**src/rtl/pipe_core.sv**
```systemverilog
// Three-stage fetch/decode/execute core: 16-bit instructions, 8 x DATA_W registers, X->D bypass.
// Execute-stage LD/ST hold dmem_req until dmem_ready, freezing the pipe; BEQZ/JR flush two slots.
module pipe_core #(
  parameter int              DATA_W   = 16,
  parameter int              PC_W     = 16,
  parameter logic [PC_W-1:0] RESET_PC = '0
) (
  input  logic              clk,
  input  logic              reset,
  output logic [PC_W-1:0]   imem_addr,
  input  logic [15:0]       imem_data,
  output logic              dmem_req,
  output logic              dmem_we,
  output logic [DATA_W-1:0] dmem_addr,
  output logic [DATA_W-1:0] dmem_wdata,
  input  logic [DATA_W-1:0] dmem_rdata,
  input  logic              dmem_ready,
  output logic              retire,
  output logic [3:0]        flags,
  output logic              halted
);
  localparam int SH_W = $clog2(DATA_W);
  localparam logic [3:0] OP_ADD = 4'h1, OP_SUB = 4'h2, OP_AND = 4'h3, OP_OR = 4'h4,
                         OP_XOR = 4'h5, OP_SHL = 4'h6, OP_SHR = 4'h7, OP_ADDI = 4'h8,
                         OP_LD = 4'h9, OP_ST = 4'hA, OP_BEQZ = 4'hB, OP_JR = 4'hC,
                         OP_HALT = 4'hF;

  logic [PC_W-1:0]   pc_q, pc_d, ir_pc_q, ir_pc_d, x_pc_q, x_pc_d;
  logic [15:0]       ir_q, ir_d;
  logic              ir_vld_q, ir_vld_d, x_vld_q, x_vld_d, halted_q, halted_d;
  logic [3:0]        x_op_q, x_op_d, flags_q, flags_d;
  logic [2:0]        x_rd_q, x_rd_d;
  logic [5:0]        x_imm_q, x_imm_d;
  logic [DATA_W-1:0] x_a_q, x_a_d, x_b_q, x_b_d, x_c_q, x_c_d;
  logic [DATA_W-1:0] rf_q [8];

  logic signed [5:0] imm6;
  logic [DATA_W-1:0] imm_dw, op_b, alu_res, wb_data;
  logic [PC_W-1:0]   imm_pc, target;
  logic [DATA_W:0]   sum, diff;
  logic              alu_c, alu_v, alu_op, is_ld, is_st, mem_op, stall;
  logic              wb_en, taken, do_halt;
  logic [2:0]        d_rd, d_rs0, d_rs1;

  // ---------------- execute ----------------
  assign imm6   = x_imm_q;
  assign imm_dw = DATA_W'(imm6);
  assign imm_pc = PC_W'(imm6);
  assign op_b   = (x_op_q == OP_ADDI) ? imm_dw : x_b_q;
  assign sum    = {1'b0, x_a_q} + {1'b0, op_b};
  assign diff   = {1'b0, x_a_q} - {1'b0, x_b_q};

  always_comb begin
    alu_res = '0;
    alu_c   = 1'b0;
    alu_v   = 1'b0;
    case (x_op_q)
      OP_ADD, OP_ADDI: begin
        alu_res = sum[DATA_W-1:0];
        alu_c   = sum[DATA_W];
        alu_v   = (x_a_q[DATA_W-1] == op_b[DATA_W-1]) && (alu_res[DATA_W-1] != x_a_q[DATA_W-1]);
      end
      OP_SUB: begin
        alu_res = diff[DATA_W-1:0];
        alu_c   = ~diff[DATA_W];  // no borrow means rs0 >= rs1 unsigned
        alu_v   = (x_a_q[DATA_W-1] != x_b_q[DATA_W-1]) && (alu_res[DATA_W-1] != x_a_q[DATA_W-1]);
      end
      OP_AND:  alu_res = x_a_q & x_b_q;
      OP_OR:   alu_res = x_a_q | x_b_q;
      OP_XOR:  alu_res = x_a_q ^ x_b_q;
      OP_SHL:  alu_res = x_a_q << x_b_q[SH_W-1:0];
      OP_SHR:  alu_res = x_a_q >> x_b_q[SH_W-1:0];
      default: alu_res = '0;
    endcase
  end

  assign alu_op  = (x_op_q >= OP_ADD) && (x_op_q <= OP_ADDI);
  assign is_ld   = (x_op_q == OP_LD);
  assign is_st   = (x_op_q == OP_ST);
  assign mem_op  = x_vld_q && (is_ld || is_st);
  assign stall   = mem_op && !dmem_ready;
  assign wb_en   = x_vld_q && (x_rd_q != 3'd0) && (alu_op || (is_ld && dmem_ready));
  assign wb_data = is_ld ? dmem_rdata : alu_res;
  assign taken   = x_vld_q && (((x_op_q == OP_BEQZ) && (x_c_q == '0)) || (x_op_q == OP_JR));
  assign target  = (x_op_q == OP_JR) ? PC_W'(x_a_q) : x_pc_q + PC_W'(1) + imm_pc;
  assign do_halt = x_vld_q && (x_op_q == OP_HALT);

  assign imem_addr  = pc_q;
  assign dmem_req   = mem_op;
  assign dmem_we    = mem_op && is_st;
  assign dmem_addr  = x_a_q + imm_dw;
  assign dmem_wdata = x_c_q;
  assign retire     = x_vld_q && !stall;
  assign flags      = flags_q;
  assign halted     = halted_q;

  // ---------------- decode / next state ----------------
  assign d_rd  = ir_q[11:9];
  assign d_rs0 = ir_q[8:6];
  assign d_rs1 = ir_q[5:3];

  always_comb begin
    pc_d     = pc_q;
    ir_d     = ir_q;
    ir_vld_d = ir_vld_q;
    ir_pc_d  = ir_pc_q;
    x_vld_d  = x_vld_q;
    x_op_d   = x_op_q;
    x_rd_d   = x_rd_q;
    x_imm_d  = x_imm_q;
    x_pc_d   = x_pc_q;
    x_a_d    = x_a_q;
    x_b_d    = x_b_q;
    x_c_d    = x_c_q;
    halted_d = halted_q;
    flags_d  = flags_q;
    if (x_vld_q && alu_op)
      flags_d = {alu_res == '0, alu_res[DATA_W-1], alu_c, alu_v};
    if (!halted_q) begin
      if (do_halt) begin
        halted_d = 1'b1;
        ir_vld_d = 1'b0;
        x_vld_d  = 1'b0;
      end else if (taken) begin
        pc_d     = target;
        ir_vld_d = 1'b0;
        x_vld_d  = 1'b0;
      end else if (!stall) begin
        pc_d     = pc_q + PC_W'(1);
        ir_d     = imem_data;
        ir_vld_d = 1'b1;
        ir_pc_d  = pc_q;
        x_vld_d  = ir_vld_q;
        x_op_d   = ir_q[15:12];
        x_rd_d   = d_rd;
        x_imm_d  = ir_q[5:0];
        x_pc_d   = ir_pc_q;
        // r0 is never written, so a match on index 0 cannot occur while wb_en is set
        x_a_d    = (wb_en && x_rd_q == d_rs0) ? wb_data : rf_q[d_rs0];
        x_b_d    = (wb_en && x_rd_q == d_rs1) ? wb_data : rf_q[d_rs1];
        x_c_d    = (wb_en && x_rd_q == d_rd)  ? wb_data : rf_q[d_rd];
      end
    end
  end

  always_ff @(posedge clk or negedge reset) begin
    if (!reset) begin
      pc_q     <= RESET_PC;
      ir_q     <= '0;
      ir_vld_q <= 1'b0;
      ir_pc_q  <= '0;
      x_vld_q  <= 1'b0;
      x_op_q   <= '0;
      x_rd_q   <= '0;
      x_imm_q  <= '0;
      x_pc_q   <= '0;
      x_a_q    <= '0;
      x_b_q    <= '0;
      x_c_q    <= '0;
      halted_q <= 1'b0;
      flags_q  <= '0;
    end else begin
      pc_q     <= pc_d;
      ir_q     <= ir_d;
      ir_vld_q <= ir_vld_d;
      ir_pc_q  <= ir_pc_d;
      x_vld_q  <= x_vld_d;
      x_op_q   <= x_op_d;
      x_rd_q   <= x_rd_d;
      x_imm_q  <= x_imm_d;
      x_pc_q   <= x_pc_d;
      x_a_q    <= x_a_d;
      x_b_q    <= x_b_d;
      x_c_q    <= x_c_d;
      halted_q <= halted_d;
      flags_q  <= flags_d;
    end
  end

  always_ff @(posedge clk or negedge reset) begin
    if (!reset) begin
      for (int i = 0; i < 8; i++) rf_q[i] <= '0;
    end else if (wb_en) begin
      rf_q[x_rd_q] <= wb_data;
    end
  end
endmodule

```
**config.mk**
```make
export PLATFORM = sky130hd
export DESIGN_NAME = pipe_core
export DESIGN_NICKNAME = d
export VERILOG_FILES = /design/src/rtl/pipe_core.sv
export SDC_FILE = /design/constraint.sdc
export NUM_CORES = 1
export LEC_CHECK = 0
export CORE_ASPECT_RATIO = 0.7
export CORE_MARGIN = 1.5
export CORE_UTILIZATION = 40
export CTS_CLUSTER_SIZE = 40
export DETAILED_ROUTE_END_ITERATION = 8
export PLACE_DENSITY = 0.65
export SETUP_SLACK_MARGIN = 0.02
export SLEW_MARGIN = 20
export SYNTH_ARGS = -nofsm -noshare
export SYNTH_HDL_FRONTEND = slang
export SYNTH_SLANG_ARGS = --single-unit
```
**constraint.sdc**
```tcl
create_clock -name clk -period 4.8 [get_ports clk]
set_input_delay 1.2 -clock clk [delete_from_list [all_inputs] [get_ports clk]]
set_output_delay 1.2 -clock clk [all_outputs]
set_load 0.005 [all_outputs]
```
---- After elaboration in Yosys (flattened, before gate mapping) ----
Index checks and enable logic that the tools add are counted.
word-level totals
  word-level logic and storage cells ...... 132
  input bits .............................. 35
  output and inout bits ................... 56
  register bits after elaboration ......... 260
operators by class
  order comparisons ....................... 7
  reductions and logical operators ........ 30
  bitwise operators ....................... 12
  shift-type cells ........................ 2
  eq/ne operators ......................... 22
  multiplexer cells ....................... 31
  $add $sub $neg .......................... 6
operators by type and width
  operator                 number
  $mux W16                 15
  $bmux W16 S3             3
  $bwmux W128              1
  $pmux W16 S7             1
  $demux W16 S3            1
  $add A16 B1 Y16 const B  2
  $add A16 B16 Y16         2
  $logic_not A16 Y1        2
  $eq A4 B4 Y1 const B     6
  $logic_and A1 B1 Y1      18
  $add A16 B16 Y17         1
  $sub A16 B16 Y17         1
  $and A16 B16 Y16         1
  $eq A4 B3 Y1 const B     4
  $ge A4 B4 Y1 const B     4
  $not A3 Y4               4
  $or A16 B16 Y16          1
  $shl A16 B4 Y16          1
  $shr A16 B4 Y16          1
  $xor A16 B16 Y16         1
  $eq A3 B3 Y1             3
  $eq A4 B2 Y1 const B     2
  $mux W1                  8
  $not A1 Y1               5
  16 further kinds         22

---- Longest topological paths before layout ----
Gate-level depths: netlist of run 1.
  depth after elaboration ................. 7
  depth in mapped cells ................... 19
  mapped depth without buffers ............ 16

---- Worst setup path after synthesis of run 1 ----
Ideal clock, no wire load.
  path kind ............................... register -> register
  start point ............................. reg x_op_q[0]
  end point ............................... reg flags_q[3] (netlist: flags[3])
  arrival time ............................ 3.829 ns
  slack ................................... 0.904 ns
  data required time ...................... 4.733 ns
  period minus slack after synthesis ...... 3.896 ns
  cell stages (with the launch flop) ...... 20
  buffers on the path ..................... 3
  cell sequence ........................... dfrtp_1 > buf_2 > buf_6 > nor3_2 > and2_0 > clkbuf_1 > nand2_1 > o21ai_0 > ha_1 > inv_1 > fa_1 > nor2b_1 > o2111ai_1 > nand3b_1 > a32oi_1 > o41ai_1 > xor2_1 > a221o_1 > nor4_2 > a32o_2
on the way
  word-level cells in the longest chain between the ends .. 5
  elaborated cells on any way between the ends .. 17
ends and longest elaborated chain
  what                    line    source
  start, declared         31      logic [3:0] x_op_q, x_op_d, flags_q, flags_d;
  start signal, assigned  168     x_op_q <= x_op_d;
  $eq A4 B4 Y1            49, 57
  $mux W16                49      assign op_b = (x_op_q == OP_ADDI) ? imm_dw : x_b_q;
  $add A16 B16 Y17        50      assign sum = {1'b0, x_a_q} + {1'b0, op_b};
  $pmux W16 S7            57      case (x_op_q)
  $logic_not A16 Y1       118     flags_d = {alu_res == '0, alu_res[DATA_W-1], alu_c, alu_v};
  end signal, assigned    176     flags_q <= flags_d;
  end, declared           31
Several ways; a longest one is shown, not always the timed one.
A chain may end at the register's enable or synchronous reset.

---- Worst setup path in the final report of run 1 ----
  start point ............................. reg x_a_q[1]
  end point ............................... out dmem_addr[11]
on the way
  word-level cells in the longest chain between the ends .. 1
ends and longest elaborated chain
  what                    line  source
  start, declared         34    logic [DATA_W-1:0] x_a_q, x_a_d, x_b_q, x_b_d, x_c_q, x_c_d;
  start signal, assigned  157   x_a_q <= '0;
  start signal, assigned  172   x_a_q <= x_a_d;
  $add A16 B16 Y16        91    assign dmem_addr = x_a_q + imm_dw;
  end, declared           14    output logic [DATA_W-1:0] dmem_addr,
Every way passes these cells.

==> results.cfg, run 1 <==
[floorplan]
die_h_um = 187
rows = 67
die_area_um2 = 49600
core_area_um2 = 47800
boundaryPins = 91
start_util_pct = 40.4
die_x_um = 266

[clock_network]
cts_sinks = 260
htree_levels = 1
cts_tree = yes
cts_root_buf = clkbuf_16
hold_buffers = 0
clk_pin_slew_worst_paths_ns = 0.06
cts_buffers = 29
clock_path_buffers = 3
clock_latency_ns = 0.59

[job]
cap_violations = 0

[sta]
fmax_mhz = 222
finalClockSkew_ns = 0.0190
fin_crit_ns = 4.51
setup_tns_ns = 0
slew_headroom_pct = 33.3
fin_crit_sh_pct = 93.9
worst_slack_ns = 0.292
holdWs_ns = 0.416
tightest_slew_ns = 0.990
rsz0062_at_grt = false
hold_viol = 0
slew_violations = 0
setup_viol = 0

[worst_setup_path]
required_ns = 3.60
r2r_setup_slack_ns = 0.38
crit_buf_inv = 3
cp.arrival_ns = 3.31
crit_start = x_a_q[1]
critPathCaptureType = output port
endpoint = dmem_addr[11]
crit_chain = ha_1, a21o_1, a21oi_2, nor2_1, nor4_2, o31ai_2, o41ai_2, buf_4, buf_4, xnor2_1, clkdlybuf4s50_1
critPathMaxFanout = 3
max_stage_delay_ns = 0.51
r2r_start = x_op_q[1]
critPathTopFamily = compound AO/OA/AOI/OAI gates
r2r_cells = 16
worstReg2RegEnd = rf_q[110]
path_depth = 11
crit_top_cell = buf_4
crit_path_start_kind = flop
slowest_stage = clkdlybuf4s50_1
path_class = reg2out

[power_and_ir_drop]
sequentialPowerShare_pct = 24.4
ir_worst_vdd_v = 0.000314
p_sw_w = 0.00817
p_comb_share_pct = 62.0
p_leak_nw = 9.75
switching_share_pct = 48.7
p_per_area_nw_per_um2 = 763
intPower_w = 0.00861
clkPwrFrac_pct = 13.6

[yosys]
syn_nets = 2205
synthArstFlopShare_pct = 100
synth_edf_count = 0
synth_common_cells = nand2_1 (397), dfrtp_1 (260), o21ai_0 (180)
yosys.cell_types.count = 87
ys_warn_count = 0
synth_top_area_share_pct = 33.7
yosys.area.top_type = dfrtp_1
synth_flop_cell = dfrtp_1
synth-seq-cells = 260
syn_area_um2 = 19300
synth.avg_cell_area_um2 = 9.35
synthTopCellsByArea = dfrtp_1 (34%), mux4_2 (13%), nand2_1 (7.7%)
yosysMostFrequentCell = nand2_1
yosysSeqAreaShare_pct = 33.7
synth_cells = 2066

[final_layout]
postLayoutCellArea_um2 = 22000
regArea_um2 = 6510
multi_input_area_um2 = 12000
nNetsFinal = 2243
diodes = 0
area_growth_pct = 13.9
drive_gt1_share_pct = 16.6
num-fill-cells = 4526

[global_route]
first_global_vias = 16400
grt_pass1_wl_um = 102000
grt_overflow = 0
antenna_found_initial = 1
grt_usage_pct = 26.8
grt_max_degree = 102

[min_path]
min_from = rf_q[120]
hp-class = reg2reg

[placement]
place.gp.congestion = 1.03
dp_hpwl_um = 47800
placed_area_um2 = 20900
post-place-ws_ns = 0.412
io_buffers = 90

[drt]
num_vias = 16900
wirelength_um = 66700
ant_nets = 0
first_iter_violations = 1891
routedWlPerCell_um = 24.3
drtPass1Iterations = 5
drc = 0
viasPerCell = 6.15

[run_status]
outcome = finished, final reports clean
state kept, by name (all words and copies together) (netlist names):
| name | count |
|---|---|
| rf_q | 128 |
| dmem_wdata | 16 |
| imem_addr | 16 |
| ir_pc_q | 16 |
| ir_q | 16 |
| x_a_q | 16 |
| x_b_q | 16 |
| x_pc_q | 16 |
| imm6 | 6 |
| flags | 4 |
| x_op_q | 4 |
| x_rd_q | 3 |
| halted | 1 |
| ir_vld_q | 1 |
| x_vld_q | 1 |
power groups by stage:
stage / logic [W] / registers (W) / clock network [W]
2_1_floorplan: 0.00647 / 0.00355 / 0
3_3_place_gp: 0.00995 / 0.00404 / 0
3_5_place_dp: 0.0101 / 0.00409 / 0
4_1_cts: 0.0102 / 0.00406 / 0.00232
5_1_grt: 0.0112 / 0.00421 / 0.00240
6_report: 0.0104 / 0.00409 / 0.00228
cell usage in the layout, fill, tap and decap left out, types with 9 or more instances in the layout:
cell	synthesis	final
inv_1	61	61
mux2_2	68	68
nand2_1	397	396
nand4_1	10	10
mux4_2	112	112
a32oi_1	11	11
o21ai_0	180	179
nand2b_1	15	15
o22ai_1	15	15
o21ai_1	24	24
ha_1	100	100
buf_4	0	73
nand3_1	32	32
and3_1	11	11
nor3_1	31	31
clkdlybuf4s50_1	0	86
or3_1	11	11
a21oi_1	98	96
nor2_1	101	100
mux2i_1	57	57
a21o_1	15	15
dfrtp_1	260	255
a211oi_1	23	22
nor2b_1	22	22
xor2_1	24	24
nand3b_1	10	10
a31oi_1	12	12
xnor2_1	29	29
o21bai_1	9	9
clkbuf_16	0	29
o211ai_1	16	16
layer usage:
| layer | part of all wire (%) | vias up | global-route usage, % |
|---|---|---|---|
| met4 | 3.5 | 0 | 8.61 |
| met3 | 11 | 140 | 8.12 |
| met5 | 0 | - | 0 |
| li1 | - | 7551 | - |
| met2 | 41 | 852 | 37.2 |
| met1 | 44 | 8356 | 39.5 |
per-stage QoR:
| stage | power, W | cells | util [%] |
|---|---|---|---|
| after CTS | 0.0166 | 2748 | 46.0 |
| after floorplan | 0.0100 | 2066 | - |
| final | 0.0168 | 2748 | 46.0 |
| after detailed placement | 0.0142 | 2689 | 43.8 |
| after global placement | 0.0140 | 2689 | 43.8 |
| after global routing | 0.0178 | 2748 | 46.0 |
area by class of cell:
cell class                 count  area share (%)
multi-input combinational   1583            54.4
sequential                   260            29.6
timing repair buffer         167            6.99
clock buffer                  42            3.84
tap                          621            3.53
inverter                      63            1.08
clock inverter                12           0.563
timing repair:
item / 4_1_cts / 5_1_grt
gates resized for setup: 10 / 7
endpoints found under the setup margin: 3 / 5
hold endpoints to repair: 0 / 0
pin swaps: 6 / 3
setup buffers: 5 / 0
kinds of logic (layout without fill, tap and decap cells):
kind of cell	after synthesis	after routing	share of synthesized area, %
flops	260	260	33.7
fa+ha+maj	104	104	6.89
simple gates	700	700	16.5
compound gates	484	484	15.4
mux	241	241	20.3
xor+xnor	54	54	2.49
buf+inv	223	284	4.77
worst min-delay path by stage:
stage,end,depth (start not counted)
after CTS,rf_q[120],0
after global placement,rf_q[117],0
after detailed placement,rf_q[112],0
after floorplan,imm6[2],2
final,rf_q[120],0
after global routing,rf_q[114],0
Note: power is estimated with default switching activity, not from simulation.
==> run 2: changes to the inputs <==
- clock period: 4.8 -> 4.7 ns (I/O delays scaled with it)
==> run 2 against run 1 <==
Effect of this change:
- register-to-register slack better by 0.05 ns
- clock skew is 0.00092 ns lower
- sequential power is 2% higher
- critical path depth is 2 higher
- utilization is 0.10 points higher
- critical path type unchanged
- critical endpoint unchanged
- largest cell class unchanged
==> results.cfg, run 2 (synthesis gave the netlist of run 1 again) <==
[global_route]
first_global_vias = 16400
grt_usage_pct = 26.9
grt_overflow = 0
grt_max_degree = 92
grt_pass1_wl_um = 103000
antenna_found_initial = 1

[clock_network]
cts_sinks = 260
cts_buffers = 30
cts_tree = yes
cts_root_buf = clkbuf_16
clock_latency_ns = 0.59
clk_pin_slew_worst_paths_ns = 0.06
clock_path_buffers = 3
htree_levels = 1

[final_layout]
utilization_pct = 46.1
final_cell_mix = nand2_1 (396), dfrtp_1 (255), o21ai_0 (179)
area_growth_pct = 14.1
final_cell_count_no_fill = 2754
layout_commonest_cell = nand2_1
num-fill-cells = 4536
regMostFlops = rf_q
drive_gt1_share_pct = 16.7
nNetsFinal = 2246
largest_register_ffs = 128

[power_and_ir_drop]
ir_worst_vdd_v = 0.000381
p_per_area_nw_per_um2 = 781
p_leak_nw = 9.76

[worst_setup_path]
critPathCaptureType = output port
r2r_cells = 16
cp.arrival_ns = 3.32
required_ns = 3.52
path_class = reg2out
critPathMaxFanout = 4
crit_path_start_kind = flop

[floorplan]
rows = 67
boundaryPins = 91
die_h_um = 187
core_area_um2 = 47800
start_util_pct = 40.4
die_area_um2 = 49600
die_x_um = 266

[sta]
rsz0062_at_grt = true
fin_crit_ns = 4.49
setup_viol = 0
fmax_mhz = 222
slew_violations = 0
finalClockSkew_ns = 0.0180
hold_viol = 0
slew_headroom_pct = 13.3
setup_tns_ns = 0
fin_crit_sh_pct = 95.6
tightest_slew_ns = 1.27

[drt]
routedWlPerCell_um = 24.4
first_iter_violations = 2084
num_vias = 17000
ant_nets = 0
drc = 0
drtPass1Iterations = 5
viasPerCell = 6.17
wirelength_um = 67100

[run_status]
outcome = finished, final reports clean

[placement]
place.gp.congestion = 1.06
io_buffers = 90
placed_cells = 2690
dp_hpwl_um = 48500

[min_path]
hp-class = reg2reg
worstHoldPathCells = 0

[job]
cap_violations = 0
## run 2: changes by cell type in the layout (fill, tap and decap cells not counted), moves of 2 or more
cell and delta:
diode_2 +2, clkinv_2 +2, clkbuf_8 -3, buf_4 +3
## run 2: routing by layer
| layer | global-route usage [%] | routed length [µm] | vias up |
|---|---|---|---|
| met5 | 0 | 0 | - |
| met4 | 7.54 | 1930 | 0 |
| met3 | 5.25 | 7270 | 117 |
| li1 | - | - | 7547 |
| met1 | 41.3 | 30000 | 8408 |
| met2 | 38.1 | 27900 | 918 |
## run 2: timing repair
item,in CTS,in global routing
pin swaps,8,3
hold buffers,0,0
buffers inserted,5,1
gates resized for setup,13,2
endpoints found under the setup margin,5,3
## run 2: worst paths after layout
kind | endpoint | startpoint | slack, ns
min reg2reg | rf_q[116] | rf_q[116] | 0.41
min | rf_q[116] | rf_q[116] | 0.41
min in group asynchronous | rf_q[69] | reset | 0.58
max reg2reg | x_a_q[11] | x_op_q[1] | 0.43
max | dmem_addr[11] | x_a_q[1] | 0.21
max in group asynchronous | imm6[5] | reset | 3.02
## run 2: power breakdown
part | internal, W | total, W | switching (W)
Sequential | 0.00309 | 0.00416 | 0.00107
Clock | 0.00141 | 0.00240 | 0.000993
Combinational | 0.00434 | 0.0106 | 0.00630
Total | 0.00884 | 0.0172 | 0.00837
## run 2: layout make-up
| class | count | area [µm²] | area share (%) |
|---|---|---|---|
| Timing Repair Buffer | 169 | 1540 | 6.97 |
| Tap cell | 621 | 777 | 3.53 |
| Sequential cell | 260 | 6510 | 29.6 |
| Multi-Input combinational cell | 1583 | 12000 | 54.2 |
| Clock buffer | 41 | 832 | 3.78 |
| Inverter | 63 | 236 | 1.07 |
| Antenna cell | 2 | 5.00 | 0.0227 |
| Clock inverter | 15 | 184 | 0.835 |
## run 2: metrics by stage
stage / hold slack [ns] / power (W) / setup slack, ns / instance area (µm²)
final: 0.409 / 0.0172 / 0.205 / 22000
after global routing: 0.428 / 0.0183 / 0.0193 / 22000
after CTS: 0.415 / 0.0170 / 0.0327 / 22000
after detailed placement: 0.402 / 0.0145 / 0.298 / 20900
after global placement: 0.393 / 0.0143 / 0.386 / 20900
after floorplan: 0.439 / 0.0102 / 0.804 / 19300
## run 2: worst max-delay path, stage by stage (launching register included)
cell             delay [ns]
dfrtp_1                0.41
ha_1                   0.30
a21o_1                 0.18
a21oi_2                0.14
nor2_1                 0.08
nor4_2                 0.12
buf_4                  0.15
o31ai_2                0.07
o41ai_2                0.30
buf_4                  0.16
buf_4                  0.11
buf_4                  0.10
xnor2_1                0.10
clkdlybuf4s50_1        0.51
==> RTL edit: new RTL, config.mk and constraints of run 1 <==
Make the reset (`reset`) synchronous in 2 clocked blocks.
--- a/src/rtl/pipe_core.sv
+++ b/src/rtl/pipe_core.sv
@@ -143,7 +143,7 @@
     end
   end
 
-  always_ff @(posedge clk or negedge reset) begin
+  always_ff @(posedge clk) begin
     if (!reset) begin
       pc_q     <= RESET_PC;
       ir_q     <= '0;
@@ -177,7 +177,7 @@
     end
   end
 
-  always_ff @(posedge clk or negedge reset) begin
+  always_ff @(posedge clk) begin
     if (!reset) begin
       for (int i = 0; i < 8; i++) rf_q[i] <= '0;
     end else if (wb_en) begin
Formal check against the unedited RTL: differs if reset is asserted again (counterexample within 4 cycles, from zero or initial values and one cycle with reset low); with reset held inactive, the same outputs for 4 cycles.
==> RTL edit against run 1 <==
- design area down 0.67%
- global-route usage up 1.9 points
- routed wire length up 5.7%
- sequential cell count unchanged
- area after synthesis down 2.5%
- highest routed layer unchanged
- critical path type unchanged
- cell count down 0.80%
- worst setup slack worse by 95 ps
- maximum frequency down 2.1%
Power is not compared: it rests on default switching activity, and its combinational part moved more than twofold at a synthesized area within 25%.
==> RTL edit: results (changes against run 1) <==
Parameter                              Value

Synth
  Post-synth EDFFs    128 (+128)
  Fraction of registers with async set/reset    0% (-100 points)

GRT
  Via count of the first global-routing pass    16,186 (-1.2%)
  Maximum number of pins on one net before global-route repair    87 (-15%)
  Total global routing track utilization    28.7% (+1.9 points)
  Met2 GRT Util    41.4% (+4.1 points)

Routing
  Detailed Routing Iterations Pass 1    6 (+1)
  Met3 wire length    7930 µm (+6.6%)
  DRC violation total after the first TritonRoute iteration    2,312 (+22%)
  Met2 Wirelength    28,800 µm (+5.2%)
  Routed metal-1 wirelength    31,700 µm (+7.5%)

Finish
  Count of filler cells inserted in the layout    4,367 (-3.5%)
  Share of post-route cells with drive strength above 1    16.5% (-0.13 points)

Worst hold path
  Min-Delay Path Depth    2 (+2)
  Worst Min Path Start    ir_pc_q[15]$_SDFFE_PN0P_
  Worst Hold Endpoint    x_pc_q[15]$_SDFFE_PN0P_

Clock tree
  Total clock buffers created by CTS    28 (-3.4%)

Setup path
  Logic depth of the worst register-to-register path    17 (+1)
  Critical Path Sink    dmem_addr[15]
  Critical Path Source    x_a_q[1]$_SDFFE_PN0P_
  Worst r2r src    x_op_q[0]$_SDFFE_PN0P_
  Critical Path AT    3400 ps (+90 ps)
  Reg-to-reg critical path endpoint    dmem_wdata[14]$_SDFFE_PN0P_

Status
  Outcome    completed

Place
  Detailed-placement wirelength estimate    51,200 µm (+7.2%)
  Post-placement worst setup slack    425 ps (+13.2 ps)
  Placer congestion estimate    1.08 (+5.2%)

STA
  Max Clock Skew    23.2 ps (+4.27 ps)
## RTL edit: cell count changes after synthesis, moves of 63 or more
cell                       delta
sky130_fd_sc_hd__a211oi_1    +77
sky130_fd_sc_hd__a21oi_1     +63
sky130_fd_sc_hd__dfrtp_1    -260
sky130_fd_sc_hd__dfxtp_1    +132
sky130_fd_sc_hd__edfxtp_1   +128
sky130_fd_sc_hd__nand2_1    -183
sky130_fd_sc_hd__nor2_1     +126
sky130_fd_sc_hd__o21ai_0    -117
## RTL edit: cell families (layout without fill, tap and decap cells)
group	Yosys count	in the layout	share of synthesized area, %
buf+inv	216	315	4.60
other cells	1	17	0.0199
compound gates	509	509	17.9
mux	167	167	16.6
simple gates	684	684	16.7
xor+xnor	58	58	2.70
flops	260	260	34.4
fa+ha+maj	104	104	7.07
## RTL edit: layout make-up
| type | instances | area, µm² | area share (%) |
|---|---|---|---|
| Multi-Input combinational cell | 1538 | 11600 | 53.2 |
| Sequential cell | 260 | 6490 | 29.7 |
| Timing Repair Buffer | 200 | 1750 | 8.01 |
| Clock buffer | 40 | 860 | 3.94 |
| Tap cell | 612 | 766 | 3.51 |
| Inverter | 64 | 243 | 1.11 |
| Clock inverter | 11 | 111 | 0.510 |
| Antenna cell | 1 | 2.50 | 0.0115 |
## RTL edit: timing repair
action                                  CTS  global route
endpoints found under the setup margin    3             4
setup buffers                             0             2
resized for setup                         4            10
hold endpoints to repair                  0             0
cloned                                    0             0
pin swaps                                 0             5
## RTL edit: stage by stage
stage               instances  hold WS [ps]  TNS [ps]  area, µm²
global placement         2672           434         0      20800
CTS                      2723           450         0      21800
detailed placement       2672           440         0      20800
floorplan                2014           428         0      18900
finish                   2726           446         0      21800
global route             2726           459      -105      21800
## RTL edit: where the power goes
group / switching [mW] / total, mW / internal (mW)
registers: 0.129 / 2.55 / 2.43
logic: 0.950 / 1.64 / 0.693
clock network: 0.986 / 2.30 / 1.31
total: 2.07 / 6.50 / 4.43
## RTL edit: worst register-to-register path: stages (launching register included)
cell,delay (ps)
sky130_fd_sc_hd__dfxtp_1,310
sky130_fd_sc_hd__nor3_1,250
sky130_fd_sc_hd__and2_1,540
sky130_fd_sc_hd__buf_4,220
sky130_fd_sc_hd__nor2_1,40
sky130_fd_sc_hd__a21o_1,180
sky130_fd_sc_hd__inv_1,80
sky130_fd_sc_hd__fa_1,200
sky130_fd_sc_hd__nor2b_1,60
sky130_fd_sc_hd__buf_4,150
sky130_fd_sc_hd__o2111ai_1,280
sky130_fd_sc_hd__nand4b_1,240
sky130_fd_sc_hd__a211oi_1,520
sky130_fd_sc_hd__nor4_1,90
sky130_fd_sc_hd__a211o_1,340
sky130_fd_sc_hd__o31ai_4,480
sky130_fd_sc_hd__a211oi_1,170
sky130_fd_sc_hd__a31o_2,240
